$ cat src/rtl/serial_arith_unit.sv
// Digit-serial add/subtract unit: DIGIT chained full adders per clock with the
// carry held in a register between digits; valid/ready on both sides.
module serial_arith_unit #(
    parameter int WIDTH = 8,
    parameter int DIGIT = 1
) (
    input  logic             clk,
    input  logic             rst_n,
    input  logic             in_valid,
    output logic             in_ready,
    input  logic [WIDTH-1:0] a,
    input  logic [WIDTH-1:0] b,
    input  logic [1:0]       op,
    input  logic             cin,
    output logic             out_valid,
    input  logic             out_ready,
    output logic [WIDTH-1:0] result,
    output logic             carry_out,
    output logic             overflow,
    output logic             zero,
    output logic             busy
);
    localparam int N  = WIDTH / DIGIT;
    localparam int CW = (N > 1) ? $clog2(N) : 1;

    typedef enum logic [1:0] {IDLE, RUN, DONE} stateT;

    stateT            state;
    logic [WIDTH-1:0] aReg;
    logic [WIDTH-1:0] bReg;
    logic [WIDTH-1:0] resultReg;
    logic             carryReg;
    logic [CW-1:0]    counter;
    logic             carryOutReg;
    logic             overflowReg;
    logic             zeroReg;
    logic             outValidReg;

    logic [DIGIT:0]   chainCarry;
    logic [DIGIT-1:0] sumDigit;
    logic [WIDTH-1:0] resultNext;

    assign chainCarry[0] = carryReg;

    generate
        for (genvar gi = 0; gi < DIGIT; gi++) begin : g_fa
            assign sumDigit[gi]     = aReg[gi] ^ bReg[gi] ^ chainCarry[gi];
            assign chainCarry[gi+1] = (aReg[gi] & bReg[gi]) |
                                      (chainCarry[gi] & (aReg[gi] ^ bReg[gi]));
        end
        // New sum digits enter at the top; after N cycles the first digit sits at bit 0.
        if (DIGIT == WIDTH) begin : g_single
            assign resultNext = sumDigit;
        end else begin : g_shift
            assign resultNext = {sumDigit, resultReg[WIDTH-1:DIGIT]};
        end
    endgenerate

    always_ff @(posedge clk or negedge rst_n) begin
        if (!rst_n) begin
            state       <= IDLE;
            aReg        <= '0;
            bReg        <= '0;
            resultReg   <= '0;
            carryReg    <= 1'b0;
            counter     <= '0;
            carryOutReg <= 1'b0;
            overflowReg <= 1'b0;
            zeroReg     <= 1'b0;
            outValidReg <= 1'b0;
        end else begin
            case (state)
                IDLE: begin
                    if (in_valid) begin
                        aReg     <= a;
                        // Subtraction is a + ~b + 1; SBC supplies its own carry.
                        bReg     <= op[0] ? ~b : b;
                        carryReg <= op[1] ? cin : op[0];
                        counter  <= '0;
                        state    <= RUN;
                    end
                end
                RUN: begin
                    aReg      <= aReg >> DIGIT;
                    bReg      <= bReg >> DIGIT;
                    resultReg <= resultNext;
                    carryReg  <= chainCarry[DIGIT];
                    counter   <= counter + CW'(1);
                    if (counter == CW'(N - 1)) begin
                        carryOutReg <= chainCarry[DIGIT];
                        overflowReg <= chainCarry[DIGIT-1] ^ chainCarry[DIGIT];
                        zeroReg     <= (resultNext == '0);
                        outValidReg <= 1'b1;
                        state       <= DONE;
                    end
                end
                DONE: begin
                    if (out_ready) begin
                        outValidReg <= 1'b0;
                        state       <= IDLE;
                    end
                end
                default: state <= IDLE;
            endcase
        end
    end

    assign in_ready  = (state == IDLE);
    assign busy      = (state != IDLE);
    assign out_valid = outValidReg;
    assign result    = resultReg;
    assign carry_out = carryOutReg;
    assign overflow  = overflowReg;
    assign zero      = zeroReg;
endmodule

$ cat config.mk
export PLATFORM = sky130hd
export DESIGN_NAME = serial_arith_unit
export DESIGN_NICKNAME = d
export VERILOG_FILES = /design/src/rtl/serial_arith_unit.sv
export SDC_FILE = /design/constraint.sdc
export NUM_CORES = 1
export LEC_CHECK = 0
export BUFFER_PORTS_ARGS = -buffer_cell sky130_fd_sc_hd__buf_2
export CORE_MARGIN = 8
export CORE_UTILIZATION = 48
export CTS_CLUSTER_SIZE = 30
export DETAILED_ROUTE_END_ITERATION = 7
export GPL_ROUTABILITY_DRIVEN = 0
export HOLD_SLACK_MARGIN = 0.08
export PLACE_DENSITY = 0.75
export SYNTH_ARGS = -nofsm -noshare
export SYNTH_HDL_FRONTEND = slang
export SYNTH_SLANG_ARGS = --single-unit
export TNS_END_PERCENT = 5
$ cat constraint.sdc
create_clock -name clk -period 1.4 [get_ports clk]
set_input_delay 0.28 -clock clk [delete_from_list [all_inputs] [get_ports clk]]
set_output_delay 0.28 -clock clk [all_outputs]
set_load 0.01 [all_outputs]
==> metrics.md <==
| Metric | Value |
|---|---|
| Status | `finished with violations` |
| Failing checks | `negative setup slack` |
| Leading cell types in the layout, fill and taps excluded | `nand2_1, buf_2, dfrtp_1, buf_4, o21ai_0` |
| PortBufs | `36` |
| RSZ-0062 raised after global routing | `yes` |
| Nets@finish | `236` |
| Routed Antenna Nets | `0` |
| Fmax | `646 MHz` |
| Top-area cell type share of the netlist area | `52.3%` |
| Avg Inst Size Synth | `10.0 um2` |
| Root buf cell | `clkbuf_4` |
| Max-cap viol count | `0` |
| Largest delay share family, worst path | `flip-flops` |
| Final setup viols | `3` |
| Fin. max-slew vios | `0` |
| Via-to-Cell Ratio | `5.21` |
| Main synth FF type | `dfrtp_1` |
| Period utilisation layout | `111%` |
| Max Clock Skew | `12.3 ps` |
| CP max stage delay | `440 ps` |
| Synth Net Count | `188` |
| Worst Tran Pin Value | `432 ps` |
| Post-synthesis cell count | `162` |
| Commonest non-fill, non-tap cell in the layout | `nand2_1` |
| Vias in the first global route | `1353` |
| Crit path time final | `1550 ps` |
| Worst hold start | `out_ready` |
| Slew HR | `71.2%` |
| Wirelength per Cell | `14.3 um` |
| Seq cells post-synth | `34` |
| Die Wd | `74.2 um` |
| Setup crit end kind | `output port` |
| First-pass DRT Iterations | `4` |
| H-tree levels | `2` |
| CTS tree | `built` |
| Critical Path AT | `1270 ps` |
| Crit-path slowest cell | `dfrtp_2` |
| Worst setup margin | `-147 ps` |
| Cell Area, Synth | `0.00163 mm2` |
| Critical R2R Launch | `state[0]$_DFFE_PN0P_` |
| Global route total overflow | `0` |
| First-pass GRT wire length | `6.22 mm` |
| Cell variety after synth | `32` |
| CP Launch Type | `flop` |
| Full die area | `0.00551 mm2` |
| Worst Setup SP | `state[0]$_DFFE_PN0P_` |
| Clock sink count | `34` |
| Worst-Skew Late Latency | `350 ps` |
| Initial antenna violation count | `0` |
| Pwr dens | `1970 mW/mm2` |
| Final hold violations | `0` |
| CTS max path bufs | `2` |
| Detailed placement HPWL | `2.67 mm` |
| DRC viols | `0` |
| Leading post-synthesis cells by cell area | `dfrtp_1, nand2_1, a221o_2` |
| Pin count of the biggest net entering global routing | `35` |
| Num CTS Buffers | `5` |
| GRT Total Usage | `14.9%` |
| Worst min-delay path class | `input pin to flop` |
| Area leader, netlist | `dfrtp_1` |
| Worst R2R Setup Slack | `0 ps` |
| Fin Setup TNS | `-294 ps` |
| VDD IR max | `0.000942 V` |
| Core Footprint | `0.00328 mm2` |
| CTS clk-pin slew, worst paths | `110 ps` |
| Async SR Flop Fraction | `100%` |
| Post-synthesis sequential area ratio | `52.3%` |
| CP cell instances | `buf_12, or2_4, inv_2, buf_6` |
| Initial DRC Count | `59` |
| CP Buf/Inv Count | `3` |
| EDFF count, synth | `0` |
| Lkg Pwr | `1.04 nW` |
| DR vias | `1338` |
| Row cnt | `21` |
| Synth-to-Final Area Change | `25.9%` |
| CP Class | `flop to output port` |
| Synth warnings | `0` |
| Die Y-Extent | `74.2 um` |
| Crit-path max FO | `2` |
| WL final | `3.68 mm` |
| Ant diodes | `0` |
| Share of layout cells above drive strength 1 | `36.5%` |
| Starting Density | `49.6%` |
| Final core utilization | `62.4%` |
| IO Pins | `37` |
| Critical Path RT | `1120 ps` |
kinds of logic (layout without fill, tap and decap cells):
family | Yosys count | in the layout | share of synthesized area, %
buf+inv | 15 | 64 | 4.84
fa+ha+maj | 3 | 3 | 2.77
flops | 34 | 34 | 52.3
compound gates | 37 | 37 | 15.3
xor+xnor | 9 | 9 | 4.84
simple gates | 61 | 61 | 18.0
mux | 3 | 3 | 2.00
per-layer routing:
| layer | routed length, um | up-vias | global-route usage (%) | share of wire, % |
|---|---|---|---|---|
| li1 | - | 651 | - | - |
| met1 | 1610 | 646 | 18.0 | 44 |
| met2 | 1760 | 34 | 23.1 | 48 |
| met3 | 243 | 7 | 5.39 | 6.6 |
| met4 | 61 | 0 | 6.96 | 1.7 |
| met5 | 0 | - | 0 | 0 |
flip-flops by register name, indices dropped and copies added, names as in the netlist:
signal and cells:
aReg 8, bReg 8, carryReg 1, carry_out 1, counter 3, out_valid 1, overflow 1, result 8
state 2, zero 1
metrics by stage:
stage / cells / hold WS (ps) / cell area (um2) / power, mW / worst slack, ps
floorplan: 162 / -15.6 / 1630 / 2.64 / 19.8
global placement: 245 / 322 / 1900 / 3.12 / 21.2
detailed placement: 245 / 334 / 1900 / 3.22 / -37.6
CTS: 256 / 91.8 / 2020 / 4.02 / -168
global route: 257 / 92.9 / 2050 / 4.35 / -211
finish: 257 / 104 / 2050 / 4.04 / -147
worst paths after layout:
path                                    endpoint  cells after the start
setup / recovery                        in_ready                      4
hold / removal              state[1]$_DFFE_PN0P_                      2
setup reg to reg             bReg[0]$_DFFE_PN0P_                      4
hold reg to reg            result[0]$_DFFE_PN0N_                      2
max in group asynchronous   state[0]$_DFFE_PN0P_                      3
min in group asynchronous    aReg[0]$_DFFE_PN0P_                      3
synth_stat cells, drive strengths merged (2+ instances only):
library cell and instances:
clkbuf 2, mux2 2, buf 8, and3b 7
xnor2 8, and2b 2, a31oi 2, a21oi 9
nor2 8, nor4 2, inv 5, a221o 7
o21ai 14, ha 2, a22o 2, dfrtp 34
nand2 37
final cells by class:
| type | count | area (um2) |
|---|---|---|
| Fill cell | 283 | 1230 |
| Sequential cell | 34 | 853 |
| Multi-Input combinational cell | 113 | 728 |
| Timing Repair Buffer | 51 | 314 |
| Tap cell | 46 | 57.6 |
| Clock inverter | 3 | 40.0 |
| Clock buffer | 5 | 37.5 |
| Inverter | 5 | 18.8 |
timing repair:
item / in CTS / in global routing
resized for setup: 7 / 5
buffers inserted: 2 / 1
cloned: 0 / 0
pin swaps: 1 / 2
hold buffers: 1 / 0
endpoints found under the setup margin: 4 / 14
endpoints found under the hold margin: 34 / 0
power breakdown:
group	internal, mW	total [mW]	switching, mW
clock network	0.370	0.710	0.341
registers	1.37	1.66	0.293
logic	0.831	1.67	0.835
total	2.57	4.04	1.47
Note: power is estimated with default switching activity, not from simulation.
